**config.mk**
```make
export PLATFORM = sky130hd
export DESIGN_NAME = piano_key_renderer
export DESIGN_NICKNAME = d
export VERILOG_FILES = /design/src/rtl/piano_pkg.sv /design/src/rtl/piano_fade_bank.sv /design/src/rtl/piano_key_renderer.sv
export SDC_FILE = /design/constraint.sdc
export NUM_CORES = 2
export LEC_CHECK = 0
export CAP_MARGIN = 20
export CORE_ASPECT_RATIO = 1.4
export CORE_MARGIN = 2
export CORE_UTILIZATION = 70
export DETAILED_ROUTE_END_ITERATION = 8
export PLACE_DENSITY = 0.89
export SYNTH_ARGS = -nofsm -noshare
export SYNTH_HDL_FRONTEND = slang
export SYNTH_SLANG_ARGS = --single-unit
```
**constraint.sdc**
```tcl
create_clock -name clk -period 15.8 [get_ports clk]
set_clock_uncertainty 0.2 [all_clocks]
set_input_delay 1.58 -clock clk [delete_from_list [all_inputs] [get_ports clk]]
set_output_delay 1.58 -clock clk [all_outputs]
set_load 0.01 [all_outputs]
```
**src/rtl/piano_pkg.sv**
```systemverilog
// Shared definitions for the piano key renderer: colour codes, note tables
// and the black-key size ratios.
package piano_pkg;

  typedef enum logic [2:0] {
    C_EMPTY      = 3'd0,
    C_WHITE_UP   = 3'd1,
    C_WHITE_DOWN = 3'd2,
    C_BLACK_UP   = 3'd3,
    C_BLACK_DOWN = 3'd4,
    C_WHITE_FADE = 3'd5,
    C_BLACK_FADE = 3'd6
  } color_t;

  // Black key is 6/8 of the white width and 10/16 of the white height.
  localparam int unsigned BLACK_W_NUM   = 6;
  localparam int unsigned BLACK_W_SHIFT = 3;
  localparam int unsigned BLACK_H_NUM   = 10;
  localparam int unsigned BLACK_H_SHIFT = 4;

  // Note 0..11 within an octave (Do..Si): is it a black key?
  function automatic logic noteIsBlack(input int unsigned n);
    case (n)
      1, 3, 6, 8, 10: return 1'b1;
      default:        return 1'b0;
    endcase
  endfunction

  // White slot (0..6) of a white note; for a black note, the slot of the
  // white key it follows.
  function automatic int unsigned noteWhiteSlot(input int unsigned n);
    case (n)
      0, 1:    return 0;
      2, 3:    return 1;
      4:       return 2;
      5, 6:    return 3;
      7, 8:    return 4;
      9, 10:   return 5;
      default: return 6;
    endcase
  endfunction

endpackage

```
**src/rtl/piano_fade_bank.sv**
```systemverilog
// Per-key release-fade counters with a single combinational read port.
module piano_fade_bank #(
  parameter int unsigned KEYS      = 24,
  parameter int unsigned FADE_BITS = 4,
  parameter int unsigned IDX_BITS  = 5
) (
  input  logic                 clk,
  input  logic                 rst,
  input  logic                 frame_start,
  input  logic [KEYS-1:0]      pressed,
  input  logic [IDX_BITS-1:0]  rd_idx,
  output logic [FADE_BITS-1:0] rd_level
);

  logic [FADE_BITS-1:0] level [KEYS];

  // Pressed keys load full fade (wins over decay); released keys decay once per frame.
  always_ff @(posedge clk) begin
    if (rst) begin
      for (int unsigned k = 0; k < KEYS; k++) level[k] <= '0;
    end else begin
      for (int unsigned k = 0; k < KEYS; k++) begin
        if (pressed[k])
          level[k] <= '1;
        else if (frame_start && (level[k] != '0))
          level[k] <= level[k] - 1'b1;
      end
    end
  end

  assign rd_level = (32'(rd_idx) < KEYS) ? level[rd_idx] : '0;

endmodule

```
**src/rtl/piano_key_renderer.sv**
```systemverilog
// Three-stage pixel classifier for an on-screen piano keyboard.
// S1: hit flags per key, S2: priority encode + pressed/fade sample, S3: colour.
module piano_key_renderer
  import piano_pkg::*;
#(
  parameter int unsigned POS_BITS  = 10,
  parameter int unsigned DIM_BITS  = 10,
  parameter int unsigned OCTAVES   = 2,
  parameter int unsigned FADE_BITS = 4,
  parameter int unsigned IDX_BITS  = $clog2(12 * OCTAVES)
) (
  input  logic                   clk,
  input  logic                   rst,
  input  logic                   frame_start,
  input  logic [DIM_BITS-1:0]    key_width,
  input  logic [DIM_BITS-1:0]    key_height,
  input  logic [DIM_BITS-1:0]    key_space,
  input  logic [POS_BITS-1:0]    pos_x,
  input  logic [POS_BITS-1:0]    pos_y,
  input  logic                   eval_valid,
  input  logic [POS_BITS-1:0]    eval_x,
  input  logic [POS_BITS-1:0]    eval_y,
  input  logic [12*OCTAVES-1:0]  pressed,
  output logic                   out_valid,
  output logic [2:0]             color,
  output logic [IDX_BITS-1:0]    key_index,
  output logic [FADE_BITS-1:0]   fade_level
);

  localparam int unsigned KEYS = 12 * OCTAVES;
  localparam int unsigned XW   = POS_BITS + 4;

  logic [DIM_BITS-1:0] gKw, gKh, gKs;
  logic [POS_BITS-1:0] gPx, gPy;

  // Geometry only changes at frame boundaries.
  always_ff @(posedge clk) begin
    if (rst) begin
      gKw <= '0; gKh <= '0; gKs <= '0; gPx <= '0; gPy <= '0;
    end else if (frame_start) begin
      gKw <= key_width; gKh <= key_height; gKs <= key_space;
      gPx <= pos_x;     gPy <= pos_y;
    end
  end

  logic [XW-1:0] ex, ey, px, py, kw, kh, step, bw, bh, blackOff;
  logic          inWhiteY, inBlackY;
  logic [KEYS-1:0] hitNow;

  assign ex       = XW'(eval_x);
  assign ey       = XW'(eval_y);
  assign px       = XW'(gPx);
  assign py       = XW'(gPy);
  assign kw       = XW'(gKw);
  assign kh       = XW'(gKh);
  assign step     = XW'(gKw) + XW'(gKs);
  assign bw       = XW'(gKw >> BLACK_W_SHIFT) * XW'(BLACK_W_NUM);
  assign bh       = XW'(gKh >> BLACK_H_SHIFT) * XW'(BLACK_H_NUM);
  assign blackOff = XW'(gKs >> 1) + (bw >> 1);
  assign inWhiteY = (ey >= py) && (ey < py + kh);
  assign inBlackY = (ey >= py) && (ey < py + bh);

  for (genvar k = 0; k < KEYS; k++) begin : gKey
    localparam int unsigned NOTE = k % 12;
    localparam int unsigned SLOT = 7 * (k / 12) + noteWhiteSlot(NOTE);
    logic [XW-1:0] left, right;
    if (noteIsBlack(NOTE)) begin : gBlack
      // Black key straddles the boundary after its white key, centred on the gap.
      assign left  = px + XW'(SLOT + 1) * step - blackOff;
      assign right = left + bw;
      assign hitNow[k] = inBlackY && (ex >= left) && (ex < right);
    end else begin : gWhite
      assign left  = px + XW'(SLOT) * step;
      assign right = left + kw;
      assign hitNow[k] = inWhiteY && (ex >= left) && (ex < right);
    end
  end

  logic            s1Valid;
  logic [KEYS-1:0] s1Hit;

  // S1: register per-key hit flags.
  always_ff @(posedge clk) begin
    if (rst) begin
      s1Valid <= 1'b0;
      s1Hit   <= '0;
    end else begin
      s1Valid <= eval_valid;
      s1Hit   <= hitNow;
    end
  end

  logic                encHit, encBlack;
  logic [IDX_BITS-1:0] encIdx;

  // S2 encode: any black hit wins over a white hit; lowest index within a class.
  always_comb begin
    encHit   = 1'b0;
    encBlack = 1'b0;
    encIdx   = '0;
    for (int unsigned k = 0; k < KEYS; k++) begin
      if (!encHit && s1Hit[k] && noteIsBlack(k % 12)) begin
        encHit = 1'b1; encBlack = 1'b1; encIdx = IDX_BITS'(k);
      end
    end
    for (int unsigned k = 0; k < KEYS; k++) begin
      if (!encHit && s1Hit[k]) begin
        encHit = 1'b1; encIdx = IDX_BITS'(k);
      end
    end
  end

  logic [FADE_BITS-1:0] rdLevel;

  piano_fade_bank #(
    .KEYS      (KEYS),
    .FADE_BITS (FADE_BITS),
    .IDX_BITS  (IDX_BITS)
  ) uFade (
    .clk         (clk),
    .rst         (rst),
    .frame_start (frame_start),
    .pressed     (pressed),
    .rd_idx      (encIdx),
    .rd_level    (rdLevel)
  );

  logic                 s2Valid, s2Hit, s2Black, s2Pressed;
  logic [IDX_BITS-1:0]  s2Idx;
  logic [FADE_BITS-1:0] s2Fade;

  // S2: register encoded key along with its pressed bit and current fade.
  always_ff @(posedge clk) begin
    if (rst) begin
      s2Valid <= 1'b0; s2Hit <= 1'b0; s2Black <= 1'b0; s2Pressed <= 1'b0;
      s2Idx   <= '0;   s2Fade <= '0;
    end else begin
      s2Valid   <= s1Valid;
      s2Hit     <= encHit;
      s2Black   <= encBlack;
      s2Pressed <= pressed[encIdx];
      s2Idx     <= encIdx;
      s2Fade    <= rdLevel;
    end
  end

  color_t nextColor;

  // S3 colour: pressed beats fading beats idle.
  always_comb begin
    nextColor = C_EMPTY;
    if (s2Hit) begin
      if (s2Pressed)
        nextColor = s2Black ? C_BLACK_DOWN : C_WHITE_DOWN;
      else if (s2Fade != '0)
        nextColor = s2Black ? C_BLACK_FADE : C_WHITE_FADE;
      else
        nextColor = s2Black ? C_BLACK_UP : C_WHITE_UP;
    end
  end

  // S3: output registers, held while no valid pixel arrives.
  always_ff @(posedge clk) begin
    if (rst) begin
      out_valid <= 1'b0; color <= '0; key_index <= '0; fade_level <= '0;
    end else begin
      out_valid <= s2Valid;
      if (s2Valid) begin
        color      <= nextColor;
        key_index  <= s2Hit ? s2Idx : '0;
        fade_level <= s2Hit ? s2Fade : '0;
      end
    end
  end

endmodule

```
* Yosys cells after proc, flatten, opt, wreduce, memory -nomap -nowiden
Memory sizes are Yosys's and may differ from the RTL's. A register that Yosys moved wholly into a read port is not among the register bits. Cells that the tools add are included.
Storage, ports and cells: output and inout bits 13, latch bits 0, memory bits (writable) 96, memory bits (read-only) 0, input port bits 98, memories kept 1, logic and storage cells 667, bits in registers 97
Cells by class: reduce and logical (&&, ||, !) cells 166, multiply operators 11, divide/modulo/power cells 0, shift operators 0, multiplexer cells 296, $add $sub $neg 75, equal/unequal tests 0, bitwise logic cells 49, order comparisons 53
Memory list:
- uFade.level | words 24, width 4, read ports 25, clocked after Yosys merged registers in 1, write ports 24, line piano_fade_bank.sv:15 | logic [FADE_BITS-1:0] level [KEYS];
Operators by type and width (number):
- $lt 10x14->1 | 22
- $add 14x10->14 | 21
- $ge 10x14->1 | 21
- $mux 1 | 206
- $mux 4 | 50
- $mux 5 | 31
- $sub 14x10->14 | 10
- $add 10x14->14 | 9
- $logic_and 1x1->1 | 107
- $reduce_bool 4->1 | 25
- $sub 4x1->4 const B | 24
- $or 1x1->1 | 48
- $add 10x10->11 | 4
- $mul 4x11->14 const A | 3
- $logic_not 1->1 | 33
- $lt 10x11->1 | 3
- $add 10x13->14 | 2
- $mul 3x11->14 const A | 2
- $mul 2x11->13 const A | 2
- $ge 10x10->1 | 2
- $mux 3 | 5
- $add 13x10->14 | 1
- $add 10x12->13 | 1
- $add 12x10->13 | 1
- 15 further kinds | 17

* Logic depth before layout (Yosys ltp)
depth in word-level cells 103, mapped depth 34, gate-level depth less buffers 34

* By module
From an unflattened synthesis, not the netlist that was laid out.
Unflattened totals: cells, all modules 4803, area total of the unflattened synthesis 40471.3 µm²
By module, submodules not included:
- piano_key_renderer | instances 1, sequential area each 2021.9 µm², area an instance 34329.2 µm², cells an instance 4210
- piano_fade_bank | instances 1, sequential area each 2882.8 µm², area an instance 6142.1 µm², cells an instance 593

* Least setup slack after synthesis
OpenSTA, ideal clock, no wires.
path type flip-flop to flip-flop, start point reg gKw[1], end point reg s1Hit[18], setup time 96 ps, slack 8147 ps, data required time 15504 ps, period minus slack after synthesis 7653 ps, stages on the path, launching flop included 32, data arrival time 7357 ps, buffers on the path 0, cell sequence dfxtp_1 -> inv_1 -> fa_1 -> nor2b_1 -> o21ai_1 -> nor2b_1 -> xnor2_1 -> ha_1 -> ha_1 -> xnor2_1 -> fa_1 -> inv_1 -> ha_1 -> nand3_1 -> o211ai_1 -> nor2_1 -> xnor2_1 -> ha_1 -> a21oi_1 -> a31oi_1 -> a21o_1 -> a21o_1 -> xor2_1 -> ha_1 -> xor2_1 -> ha_1 -> o2111ai_1 -> a21oi_1 -> a211oi_1 -> a211o_1 -> nand2_1 -> nor4b_1
On the way: word-level cells in the longest chain between the ends 7, elaborated cells between the ends (all ways) 9, those cells by class add/sub (4); mul (1); order compare (2); reduce/logical (2)
Ends and longest elaborated chain:
- start, declared | line piano_key_renderer.sv:33 | logic [DIM_BITS-1:0] gKw, gKh, gKs;
- start signal, assigned | line piano_key_renderer.sv:41 | gKw <= key_width; gKh <= key_height; gKs <= key_space;
- $add 10x10->11 * | line piano_key_renderer.sv:56 | assign step = XW'(gKw) + XW'(gKs);
- $mul 4x11->14 * | line piano_key_renderer.sv:69 | assign left = px + XW'(SLOT + 1) * step - blackOff;
- $add 10x14->14 * | line piano_key_renderer.sv:69
- $sub 14x10->14 * | line piano_key_renderer.sv:69
- $add 14x10->14 / $ge 10x14->1 (equally long branches) | line piano_key_renderer.sv:70, piano_key_renderer.sv:71
- $lt 10x14->1 / $logic_and 1x1->1 (equally long branches) | line piano_key_renderer.sv:71 | assign hitNow[k] = inBlackY && (ex >= left) && (ex < right);
- $logic_and 1x1->1 * | line piano_key_renderer.sv:71
- end signal, assigned | line piano_key_renderer.sv:89 | s1Hit <= hitNow;
- end, declared | line piano_key_renderer.sv:80 | logic [KEYS-1:0] s1Hit;
Every way passes the cells marked *; elsewhere a longest branch is shown, timed or not. A chain may end at the register's enable or synchronous reset.

* Worst setup path after layout
start point reg gKw[2], end point reg s1Hit[18]
Same word-level chain as after synthesis.

==> results.py <==
metrics = {
    "worst_setup_path": {
        "worst_path_dominant_cell_family": "adder cells",
        "rrSetupSlack_ns": 7.75,
        "r2r-start": "gKw[2]",
        "path_common_cell": "ha_1",
        "end_kind": "flop",
        "reg2reg_to": "s1Hit[18]",
        "cp-start-kind": "flop",
        "slowest_delay_ns": 0.88,
        "critPathMaxFanout": 16,
        "arrival_ns": 8.23,
        "slowest_stage": "dfxtp_1",
        "worst-path-buf-inv": 2,
        "cp_num_cells": 31,
        "crit_required_ns": 15.98,
        "rr_worst_depth": 31,
        "crit_type": "reg -> reg",
    },
    "grt": {
        "first_global_vias": 37860,
        "grt_pass1_wl_um": 195500,
        "gr-total-overflow": 0,
        "grt_max_degree": 71,
        "antenna_found_initial": 7,
        "grtUsageTotal_pct": 42.46,
    },
    "detailed_routing": {
        "wire_per_inst_um": 21.78,
        "avgViaCountPerCell": 6.540,
        "firstDrtPassIters": 7,
        "drt_iter0_markers": 2823,
        "route.detailed.drc": 0,
        "antenna_left": 0,
        "num_vias": 37870,
        "drt_wl_total_um": 126100,
    },
    "clock_network": {
        "ctsHoldBuffers": 0,
        "cts.clk_slew.worst_paths_ns": 0.09,
        "cts_tree": "built",
        "post-cts-setup-buffers": 0,
        "clock_latency_ns": 0.49,
        "cts_root_buffer": "clkbuf_16",
        "cts-htree-levels": 4,
        "cts.sinks": 197,
        "cts_made_buffers": 17,
        "cts_resized": 0,
        "clockBufferDepth": 2,
    },
    "synthesis": {
        "synth_flop_cell": "dfxtp_1",
        "synth_top_family_by_area": "adder cells",
        "synth_cell_types": 87,
        "muxShareOfSynthArea_pct": 1.374,
        "synthAdderAreaFrac_pct": 35.11,
        "synth-xor-area-share_pct": 9.991,
        "synth-seq-cells": 197,
        "async_flop_share_pct": 0,
        "syn_area_um2": 40150,
        "synth_top_area_share_pct": 29.82,
        "synth_nets": 6057,
        "synth-compound-area-share_pct": 22.50,
        "ys_seq_area_share_pct": 12.22,
        "synth_cells": 4896,
        "synth_area_leaders": "ha_1, edfxtp_1, xnor2_1",
        "avgSynthCellArea_um2": 8.201,
        "synth_top_area_cell": "ha_1",
        "synth_edf_count": 96,
        "synth-simple-area-share_pct": 12.66,
        "yosysWarnings": 0,
    },
    "sta": {
        "max_slew_margin_pct": 12.87,
        "drv_slew": 0,
        "fin_crit_ns": 8.047,
        "fmax_ghz": 0.1243,
        "setup_viol": 0,
        "tightest_slew_ns": 1.304,
        "finalHoldViolations": 0,
        "rsz0062_at_grt": "false",
        "timing.hold.ws_ns": 0.2441,
        "finalSetupTns_ns": 0,
        "period_share_pct": 50.93,
    },
    "power_and_ir_drop": {
        "intPower_mw": 4.529,
        "switching_share_pct": 52.91,
        "peakVddDrop_v": 0.0001563,
        "p_switching_mw": 5.088,
        "combPwrFrac_pct": 88.0,
        "power_leakage_nw": 21.37,
        "seqPwrFrac_pct": 6.9,
        "clockPowerShare_pct": 5.2,
        "fin_total_pwr_mw": 9.617,
        "powerDensity_nw_per_um2": 223.0,
    },
    "final_layout": {
        "layout.nets": 6198,
        "fin_cells": 5790,
        "layout-drive-gt1-share_pct": 3.604,
        "final_area_um2": 43130,
        "syn2layout_area_growth_pct": 7.411,
    },
    "place": {
        "place_inst": 5751,
        "portBuffers": 110,
        "place_hpwl_um": 97840,
        "placed_area_um2": 42460,
        "gp_congestion": 1.021,
    },
    "run": {
        "drv_cap": 0,
    },
    "worst_hold_path": {
        "min_path_cells": 1,
        "whs_endpoint": "s2Valid",
        "worstHoldStart": "s1Valid",
        "holdCritPathClass": "reg -> reg",
    },
    "run_status": {
        "outcome": "finished clean",
    },
    "die": {
        "die_x_um": 206.4,
        "die_area_um2": 59320,
        "core_area_um2": 56580,
        "fp-row-count": 103,
        "dieHeight_um": 287.4,
        "start_util_pct": 70.97,
        "io_pins": 111,
    },
}
-- state kept, by name, summed over array words and instances (netlist names) --
| name | count |
|---|---|
| uFade.level | 96 |
| s1Hit | 24 |
| gKh | 10 |
| gKs | 10 |
| gKw | 10 |
| gPx | 10 |
| gPy | 10 |
| key_index | 5 |
| s2Idx | 5 |
| fade_level | 4 |
| s2Fade | 4 |
| color | 3 |
| out_valid | 1 |
| s1Valid | 1 |
| s2Black | 1 |
| s2Hit | 1 |
| s2Pressed | 1 |
| s2Valid | 1 |
-- metrics by stage --
step | util [%] | setup slack [ns]
after floorplan | - | 8.147
after CTS | 76.17 | 7.785
after global routing | 76.21 | 7.130
after global placement | 75.05 | 8.012
final | 76.23 | 7.753
after detailed placement | 75.05 | 7.841
-- cells by family (layout without fill, tap and decap cells) --
family / Yosys count / count (layout)
other cells: 0 / 5
simple gates: 1042 / 1042
fa+ha+maj: 1063 / 1063
compound gates: 1435 / 1435
flops: 197 / 197
mux: 55 / 55
xor+xnor: 455 / 455
buf+inv: 649 / 803
-- synthesized netlist by cell type (all sizes together), types with 54 or more instances --
cell type / number
inv: 595
xnor2: 310
xor2: 145
a21oi: 507
o21ai: 261
nor2: 334
ha: 957
a21o: 170
mux2i: 54
nand2: 201
a211oi: 67
nand3: 76
o21bai: 103
edfxtp: 96
nand2b: 94
o21a: 63
nor3: 94
dfxtp: 101
fa: 106
nor2b: 80
-- power by group through the flow --
| stage | sequential [mW] | combinational (mW) | clock, mW |
|---|---|---|---|
| floorplan | 0.653 | 6.49 | 0 |
| global placement | 0.665 | 7.92 | 0 |
| detailed placement | 0.667 | 8.24 | 0 |
| CTS | 0.656 | 8.32 | 0.495 |
| global route | 0.664 | 9.52 | 0.510 |
| finish | 0.659 | 8.46 | 0.497 |
-- worst max path at each step --
stage | startpoint | end | slack [ns]
after global routing | gKw[2] | s1Hit[18] | 7.13
after floorplan | gKw[1] | s1Hit[18] | 8.15
after global placement | gKw[1] | s1Hit[18] | 8.01
after detailed placement | gKw[1] | s1Hit[18] | 7.84
after CTS | gKw[1] | s1Hit[18] | 7.79
final | gKw[2] | s1Hit[18] | 7.75
-- final cells by class --
cell class	instances	area, µm²
flip-flops and latches	197	4905
fillers	4140	13450
repair buffers	176	1551
clock inverters	14	203.9
inverters	595	2236
diodes	5	12.51
multi-input cells	4050	32870
clock buffers	18	429.2
well taps	735	919.6
-- layout by cell type, fill, tap and decap left out, types with 48 or more instances in the layout --
master | netlist | final
a211oi_1 | 66 | 65
a21o_1 | 170 | 170
a21oi_1 | 507 | 507
buf_4 | 1 | 67
clkdlybuf4s50_1 | 0 | 100
dfxtp_1 | 101 | 101
edfxtp_1 | 96 | 96
fa_1 | 106 | 106
ha_1 | 957 | 957
inv_1 | 593 | 593
mux2i_1 | 54 | 54
nand2_1 | 201 | 201
nand2b_1 | 94 | 94
nand3_1 | 76 | 76
nor2_1 | 333 | 333
nor2b_1 | 80 | 80
nor3_1 | 92 | 92
o211ai_1 | 48 | 48
o21a_1 | 63 | 63
o21ai_0 | 251 | 251
o21bai_1 | 103 | 103
xnor2_1 | 308 | 304
xor2_1 | 145 | 144
-- routing by layer --
layer / vias to the layer above / share of wire, % / global-route usage [%]
met2: 1771 / 46 / 71.09
li1: 17790 / - / -
met4: 6 / 11 / 38.50
met1: 17550 / 36 / 44.07
met5: - / 0.038 / 0
met3: 758 / 8.0 / 9.376
(Power assumes the default switching activity.)
